<file path="config.mk">
export PLATFORM = sky130hd
export DESIGN_NAME = hier_fanout_sequencer
export DESIGN_NICKNAME = d
export VERILOG_FILES = /design/src/rtl/hier_fanout_sequencer.sv
export SDC_FILE = /design/constraint.sdc
export NUM_CORES = 1
export LEC_CHECK = 0
export CORE_AREA = 4 4 86 68
export CTS_BUF_LIST = sky130_fd_sc_hd__clkbuf_8
export DETAILED_ROUTE_END_ITERATION = 7
export DIE_AREA = 0 0 90 72
export PLACE_DENSITY_LB_ADDON = 0.2
export SYNTH_ARGS = -nofsm -noshare
export SYNTH_HDL_FRONTEND = slang
export SYNTH_SLANG_ARGS = --single-unit
</file>
<file path="constraint.sdc">
create_clock -name clk -period 2.3 [get_ports clk]
set_clock_uncertainty 0.2 [all_clocks]
set_input_delay 0.69 -clock clk [delete_from_list [all_inputs] [get_ports clk]]
set_output_delay 0.69 -clock clk [all_outputs]
set_load 0.05 [all_outputs]
</file>
<file path="src/rtl/hier_fanout_sequencer.sv">
// rtl/hier_fanout_sequencer.sv - hierarchy node launching masked children sequentially or in parallel; timeout built only with HIER_FANOUT_TIMEOUT_EN
module hier_fanout_sequencer #(
    parameter int NUM_CHILD = 5,
    parameter int IDX_W     = (NUM_CHILD > 1) ? $clog2(NUM_CHILD) : 1,
    parameter int TMO_W     = 8
) (
    input  logic                 clk,
    input  logic                 rst,
    input  logic                 start_i,
    input  logic                 mode_i,
    input  logic [NUM_CHILD-1:0] child_mask_i,
    input  logic [TMO_W-1:0]     tmo_limit_i,
    output logic [NUM_CHILD-1:0] child_start_o,
    input  logic [NUM_CHILD-1:0] child_done_i,
    output logic                 busy_o,
    output logic                 done_o,
    output logic                 err_o,
    output logic [IDX_W-1:0]     err_idx_o
);

    typedef enum logic [1:0] {S_IDLE, S_LAUNCH, S_WAIT, S_FINISH} state_t;

    state_t               state;
    logic                 mode_q;
    logic [NUM_CHILD-1:0] mask_q;
    logic [NUM_CHILD-1:0] remain_q;   // enabled children not yet launched (sequential)
    logic [NUM_CHILD-1:0] cur_q;      // one-hot current child (sequential)
    logic [NUM_CHILD-1:0] seen_q;     // sticky completions (parallel)

    logic [NUM_CHILD-1:0] seen_nxt;
    logic [NUM_CHILD-1:0] next_pick;
    logic [NUM_CHILD-1:0] start_pick;
    logic                 complete;

`ifdef HIER_FANOUT_TIMEOUT_EN
    logic [TMO_W-1:0]     limit_q;
    logic [TMO_W-1:0]     tmo_q;
    logic [TMO_W-1:0]     tmo_nxt;
    logic                 tmo_hit;
    logic [NUM_CHILD-1:0] pend;

    function automatic logic [IDX_W-1:0] lowest_idx(input logic [NUM_CHILD-1:0] v);
        logic [IDX_W-1:0] idx;
        idx = '0;
        for (int i = NUM_CHILD - 1; i >= 0; i--) begin
            if (v[i]) idx = IDX_W'(i);
        end
        return idx;
    endfunction
`else
    logic unused_tmo_limit;
    assign unused_tmo_limit = ^tmo_limit_i;
`endif

    // Completion detection and lowest-bit child selection for the current run
    always_comb begin
        seen_nxt   = seen_q | (child_done_i & mask_q);
        next_pick  = remain_q & (~remain_q + NUM_CHILD'(1));
        start_pick = child_mask_i & (~child_mask_i + NUM_CHILD'(1));
        complete   = mode_q ? (seen_nxt == mask_q) : (|(child_done_i & cur_q));
`ifdef HIER_FANOUT_TIMEOUT_EN
        tmo_nxt = (&tmo_q) ? tmo_q : tmo_q + TMO_W'(1);
        tmo_hit = (state == S_WAIT) && (limit_q != '0) && (tmo_nxt >= limit_q);
        pend    = mode_q ? (mask_q & ~seen_nxt) : cur_q;
`endif
    end

    // Control FSM with registered start/done/busy/error outputs
    always_ff @(posedge clk or posedge rst) begin
        if (rst) begin
            state         <= S_IDLE;
            mode_q        <= 1'b0;
            mask_q        <= '0;
            remain_q      <= '0;
            cur_q         <= '0;
            seen_q        <= '0;
            child_start_o <= '0;
            busy_o        <= 1'b0;
            done_o        <= 1'b0;
            err_o         <= 1'b0;
            err_idx_o     <= '0;
`ifdef HIER_FANOUT_TIMEOUT_EN
            limit_q       <= '0;
            tmo_q         <= '0;
`endif
        end else begin
            child_start_o <= '0;
            done_o        <= 1'b0;
            case (state)
                // FINISH also accepts a start so back-to-back runs lose no cycle
                S_IDLE, S_FINISH: begin
                    state <= S_IDLE;
                    if (start_i) begin
                        mode_q    <= mode_i;
                        mask_q    <= child_mask_i;
                        seen_q    <= '0;
                        err_o     <= 1'b0;
                        err_idx_o <= '0;
`ifdef HIER_FANOUT_TIMEOUT_EN
                        limit_q   <= tmo_limit_i;
                        tmo_q     <= '0;
`endif
                        if (child_mask_i == '0) begin
                            state  <= S_FINISH;
                            done_o <= 1'b1;
                            busy_o <= 1'b0;
                        end else begin
                            state  <= S_LAUNCH;
                            busy_o <= 1'b1;
                            if (mode_i) begin
                                child_start_o <= child_mask_i;
                                cur_q         <= '0;
                                remain_q      <= '0;
                            end else begin
                                child_start_o <= start_pick;
                                cur_q         <= start_pick;
                                remain_q      <= child_mask_i & ~start_pick;
                            end
                        end
                    end
                end
                // A done in the LAUNCH cycle counts, so both states share the wait logic
                S_LAUNCH, S_WAIT: begin
                    if (complete) begin
                        seen_q <= seen_nxt;
                        if (!mode_q && (remain_q != '0)) begin
                            state         <= S_LAUNCH;
                            child_start_o <= next_pick;
                            cur_q         <= next_pick;
                            remain_q      <= remain_q & ~next_pick;
`ifdef HIER_FANOUT_TIMEOUT_EN
                            tmo_q         <= '0;
`endif
                        end else begin
                            state  <= S_FINISH;
                            done_o <= 1'b1;
                            busy_o <= 1'b0;
                        end
                    end
`ifdef HIER_FANOUT_TIMEOUT_EN
                    else if (tmo_hit) begin
                        state     <= S_FINISH;
                        done_o    <= 1'b1;
                        busy_o    <= 1'b0;
                        err_o     <= 1'b1;
                        err_idx_o <= lowest_idx(pend);
                    end
`endif
                    else begin
                        state  <= S_WAIT;
                        seen_q <= seen_nxt;
`ifdef HIER_FANOUT_TIMEOUT_EN
                        if (state == S_WAIT) tmo_q <= tmo_nxt;
`endif
                    end
                end
                default: state <= S_IDLE;
            endcase
        end
    end

endmodule

</file>
Yosys cells after proc, flatten, opt, wreduce, memory -nomap -nowiden
Index checks and enable logic that the tools add are counted.
{"block": "totals", "reg_bits": 30, "elab_cells": 78}
{"block": "op_classes", "addsub": 2, "n_eq_ne": 9, "mux": 36, "bitwise": 11, "reduce_logical": 11}
{"cell": "$mux W5", "count": 16}
{"cell": "$pmux W5 S2", "count": 4}
{"cell": "$and A5 B5 Y5", "count": 6}
{"cell": "$not A5 Y5", "count": 4}
{"cell": "$add A5 B1 Y5 const B", "count": 2}
{"cell": "$ne A2 B2 Y1 const B", "count": 5}
{"cell": "$mux W1", "count": 9}
{"cell": "$mux W2", "count": 4}
{"cell": "$eq A5 B5 Y1", "count": 1}
{"cell": "$logic_not A5 Y1", "count": 1}
{"cell": "$or A5 B5 Y5", "count": 1}
{"cell": "$reduce_bool A5 Y1", "count": 1}
{"cell": "$reduce_or A5 Y1", "count": 1}
{"cell": "$eq A2 B2 Y1 const B", "count": 2}
{"cell": "$pmux W1 S2", "count": 2}
{"cell": "$pmux W2 S2", "count": 1}
{"cell": "$reduce_and A4 Y1", "count": 1}
{"cell": "$reduce_or A2 Y1", "count": 2}
{"cell": "$reduce_and A3 Y1", "count": 1}
{"cell": "$eq A2 B1 Y1 const B", "count": 1}
{"cell": "$logic_not A2 Y1", "count": 1}
{"cell": "$reduce_and A2 Y1", "count": 1}
{"cell": "$logic_and A1 B1 Y1", "count": 1}
{"cell": "$logic_not A1 Y1", "count": 1}

Depth between registers and ports, before layout
{"block": "depth", "word_depth": 9, "mapped_depth": 6, "mapped_depth_nobuf": 5}

Least setup slack after synthesis
OpenSTA, ideal clock, no wires.
{"block": "synth_timing", "kind": "input-to-reg", "startpoint": "in child_done_i[4]", "endpoint": "reg cur_q[2]", "setup_time_ps": 128, "t_arrival_ps": 2178, "setup_slack_ps": -205, "path_stages": 5, "path_buffers": 0, "cell_sequence": "nor3b_1 > or4_4 > o31a_4 > a211oi_4 > mux2_1"}
{"block": "synth_via", "elab_chain_len": 6}
{"element": "from (decl)", "line": "14", "source": "input logic [NUM_CHILD-1:0] child_done_i,"}
{"element": "$and A5 B5 Y5", "line": "57", "source": "seen_nxt = seen_q | (child_done_i & mask_q);"}
{"element": "$or A5 B5 Y5", "line": "57"}
{"element": "$eq A5 B5 Y1", "line": "60", "source": "complete = mode_q ? (seen_nxt == mask_q) : (|(child_done_i & cur_q));"}
{"element": "$mux W1 *", "line": "60"}
{"element": "$ne A2 B2 Y1 (no line) *"}
{"element": "$reduce_and A4 Y1 (no line) *"}
{"element": "to (signal assigned)", "line": "116", "source": "cur_q <= start_pick;"}
{"element": "to (signal assigned)", "line": "129", "source": "cur_q <= next_pick;"}
{"element": "to (decl)", "line": "27", "source": "logic [NUM_CHILD-1:0] cur_q;"}
Every way passes the cells marked *; elsewhere a longest branch is shown, timed or not.
A chain may end at the register's enable or synchronous reset.

Worst setup path after layout
{"block": "layout_timing", "startpoint": "in child_done_i[0]", "endpoint": "reg cur_q[4]"}
The elaborated chain is that of the path after synthesis.

==> key figures <==
STA
  • Final Setup Violations: 8
  • Worst setup margin: -121.3 ps
  • Min cycle time layout: 2421 ps
  • WHS: 303.3 ps
  • Final Hold Fails: 0
  • Tcrit/Tclk final: 105.3%
  • FMAX: 413.0 MHz
  • Slew Viols, Final: 0
  • Unrepaired setup endpoints after global routing: yes

Yosys
  • Mapped Area: 1461 µm²
  • Synth async-reset ratio: 100.0%
  • Netlist cell types: 43
  • Syn Area/Cell: 9.678 µm²
  • Synth top area share: 49.66%
  • Area leader, netlist: dfrtp_1
  • Syn. warnings: 0
  • Mapped Cells: 151
  • Post-synth top flop: dfrtp_1
  • Post-synth EDFFs: 0
  • Cell with the most instances after synthesis: dfrtp_1
  • Register area share after synthesis: 49.66%
  • Flops & latches, synth: 29
  • Most frequent cells after synthesis: dfrtp_1 (29), nand2_1 (20), nor2_1 (15)
  • Area contributors post-synth: dfrtp_1 (50%), nand2_1 (5.1%), nor2_1 (3.9%), mux2_1 (2.3%), a31oi_1 (2.1%)

Floorplanning
  • Core Box Area: 5094 µm²
  • Die footprint: 6480 µm²
  • Placement Rows: 23
  • IO Pins: 33
  • Die W: 90 µm
  • Die outline height: 72 µm
  • Initial core utilization: 28.69%

Global routing
  • First-pass GRT wire length: 7.148 mm
  • Largest net degree at the start of global routing: 30
  • Number of global-route vias before repair: 1348
  • Overflow after GRT: 0
  • Tot GR Track Use: 14.41%
  • Initial antenna violation count: 0

Worst setup path
  • Setup crit start kind: primary input
  • Crit-path cells: clkdlybuf4s50_1, buf_4, a22oi_1, a21o_1, o31a_4, a211oi_4, mux2_4
  • CP Buf/Inv Count: 2
  • Crit path capture type: flip-flop
  • Slowest CP cell: clkdlybuf4s50_1
  • CP Launch Point: child_done_i[0]
  • Crit Path Max Fanout: 3
  • Worst setup path class: in -> reg
  • Critical Path RT: 2280 ps
  • Crit path largest cell delay: 500 ps
  • Arr. time, crit path: 2400 ps
  • Worst R2R Start: mask_q[4]
  • Critical path's top delay family: compound AO/OA/AOI/OAI gates

Run status
  • Status: complete, but fails checks
  • Failing checks: setup timing

Detailed routing
  • Initial DRT Pass Iterations: 4
  • Per-cell routed wire length: 16.45 µm
  • Drc violations: 0
  • WL final: 4.458 mm
  • 1st-iter DRT viols: 89
  • Routed Antenna Nets: 0
  • DR vias: 1359
  • Vias per cell: 5.015

Placed design
  • Cells after DPL: 259
  • GPL Wtd Cong: 0.8570
  • Port-buffer cells: 20
  • Pre-CTS WS: -782.1 ps
  • HPWL after detailed placement: 3.259 mm
  • Area post-placement: 1928 µm²

Power and ir drop
  • Flop pwr share: 25.7%
  • Pwr dens: 1646 nW/µm²
  • Int Power: 1.963 mW
  • Switching share of power: 43.20%
  • NetSw: 1.493 mW
  • Logic pwr share: 60.3%
  • Tot Pwr: 3.456 mW
  • VDD IR max: 0.4767 mV
  • Clk pwr share: 14.0%
  • Leak pwr: 1.003 nW

Finish
  • Nets@finish: 230
  • Final Cell Area: 2100 µm²
  • Final cell count without fillers: 271
  • Area Overhead vs Synth: 43.66%
  • ANT cells: 0
  • Share of layout cells above drive strength 1: 33.49%

Clocking
  • Htree depth: 2
  • CTS tree: built
  • CTS Buf Count: 5
  • Clock Pin Slew Worst Setup and Hold Paths: 70 ps
  • Worst-skew pair later-pin latency: 290 ps
  • Root buffer cell: clkbuf_8
  • Clock sink count: 29
  • Clk buf depth: 2

Run
  • Max Cap Viol: 0

Min path
  • Worst min path class: reg -> reg
  • HP Start: cur_q[0]
power by group through the flow:
stage	Sequential, mW	Combinational, mW	Clock, mW
finish	0.889	2.08	0.484
global placement	0.879	1.86	0
CTS	0.886	2.01	0.494
detailed placement	0.888	1.87	0
global route	0.916	2.23	0.514
floorplan	1.01	1.03	0
stage by stage:
step | util, % | TNS [ps]
finish | 41.22 | -585.3
floorplan | - | -530.9
global placement | 37.85 | -8637
CTS | 40.73 | -596.9
detailed placement | 37.85 | -9048
global route | 41.22 | -967.4
routing by layer:
layer	global-route usage (%)	wire length, µm	up-vias	part of all wire (%)
met5	0	0	-	0
met4	7.131	93	0	2.1
met3	2.798	229	7	5.1
met2	22.10	1966	48	44
met1	19.66	2168	651	49
li1	-	-	653	-
flip-flops by register name (all words and copies together) (netlist names):
name	count
state	2
busy_o	1
cur_q	5
mask_q	5
mode_q	1
remain_q	4
seen_q	5
child_start_o	5
done_o	1
cells in the final DEF, fill, tap and decap left out, drive strengths merged, types with 3 or more instances in the layout:
cell type	count
conb	4
mux2	3
nand2b	4
nand2	20
clkbuf	7
a21o	3
dfrtp	29
o21ai	5
nand3	4
a31oi	5
nor2	15
nor3b	4
a21oi	4
and2	3
inv	5
buf	45
o22ai	5
clkdlybuf4s50	5
dlygate4sd2	3
nor3	6
kinds of logic (layout without fill, tap and decap cells):
| family | count (synthesis) | after routing | synth area share, % |
|---|---|---|---|
| simple gates | 64 | 64 | 21.40 |
| xor+xnor | 2 | 2 | 1.199 |
| buf+inv | 13 | 68 | 4.366 |
| compound gates | 39 | 39 | 20.81 |
| mux | 3 | 3 | 2.311 |
| flops | 29 | 29 | 49.66 |
| other cells | 1 | 4 | 0.2566 |
cell type report:
type,instances,area (µm²)
Fill cell,493,2994
Multi-Input combinational cell,112,739.5
Sequential cell,29,725.7
Timing Repair Buffer,55,436.7
Clock buffer,7,96.34
Tap cell,62,77.57
Inverter,5,18.77
Clock inverter,1,5.005
repair_timing:
| action | CTS | global route |
|---|---|---|
| hold buffers | 0 | 0 |
| endpoints found under the setup margin | 13 | 11 |
| resized for setup | 29 | 3 |
| pin swaps | 6 | 1 |
| buffers inserted | 2 | 2 |
worst paths after layout:
kind | depth (start not counted) | slack [ps] | end
setup / recovery | 7 | -120 | cur_q[4]
hold / removal | 1 | 300 | cur_q[0]
setup reg to reg | 5 | -120 | cur_q[4]
hold reg to reg | 1 | 300 | cur_q[0]
max in group asynchronous | 3 | 1040 | busy_o
min in group asynchronous | 3 | 580 | child_start_o[1]
Power figures use the tool's default switching activity.
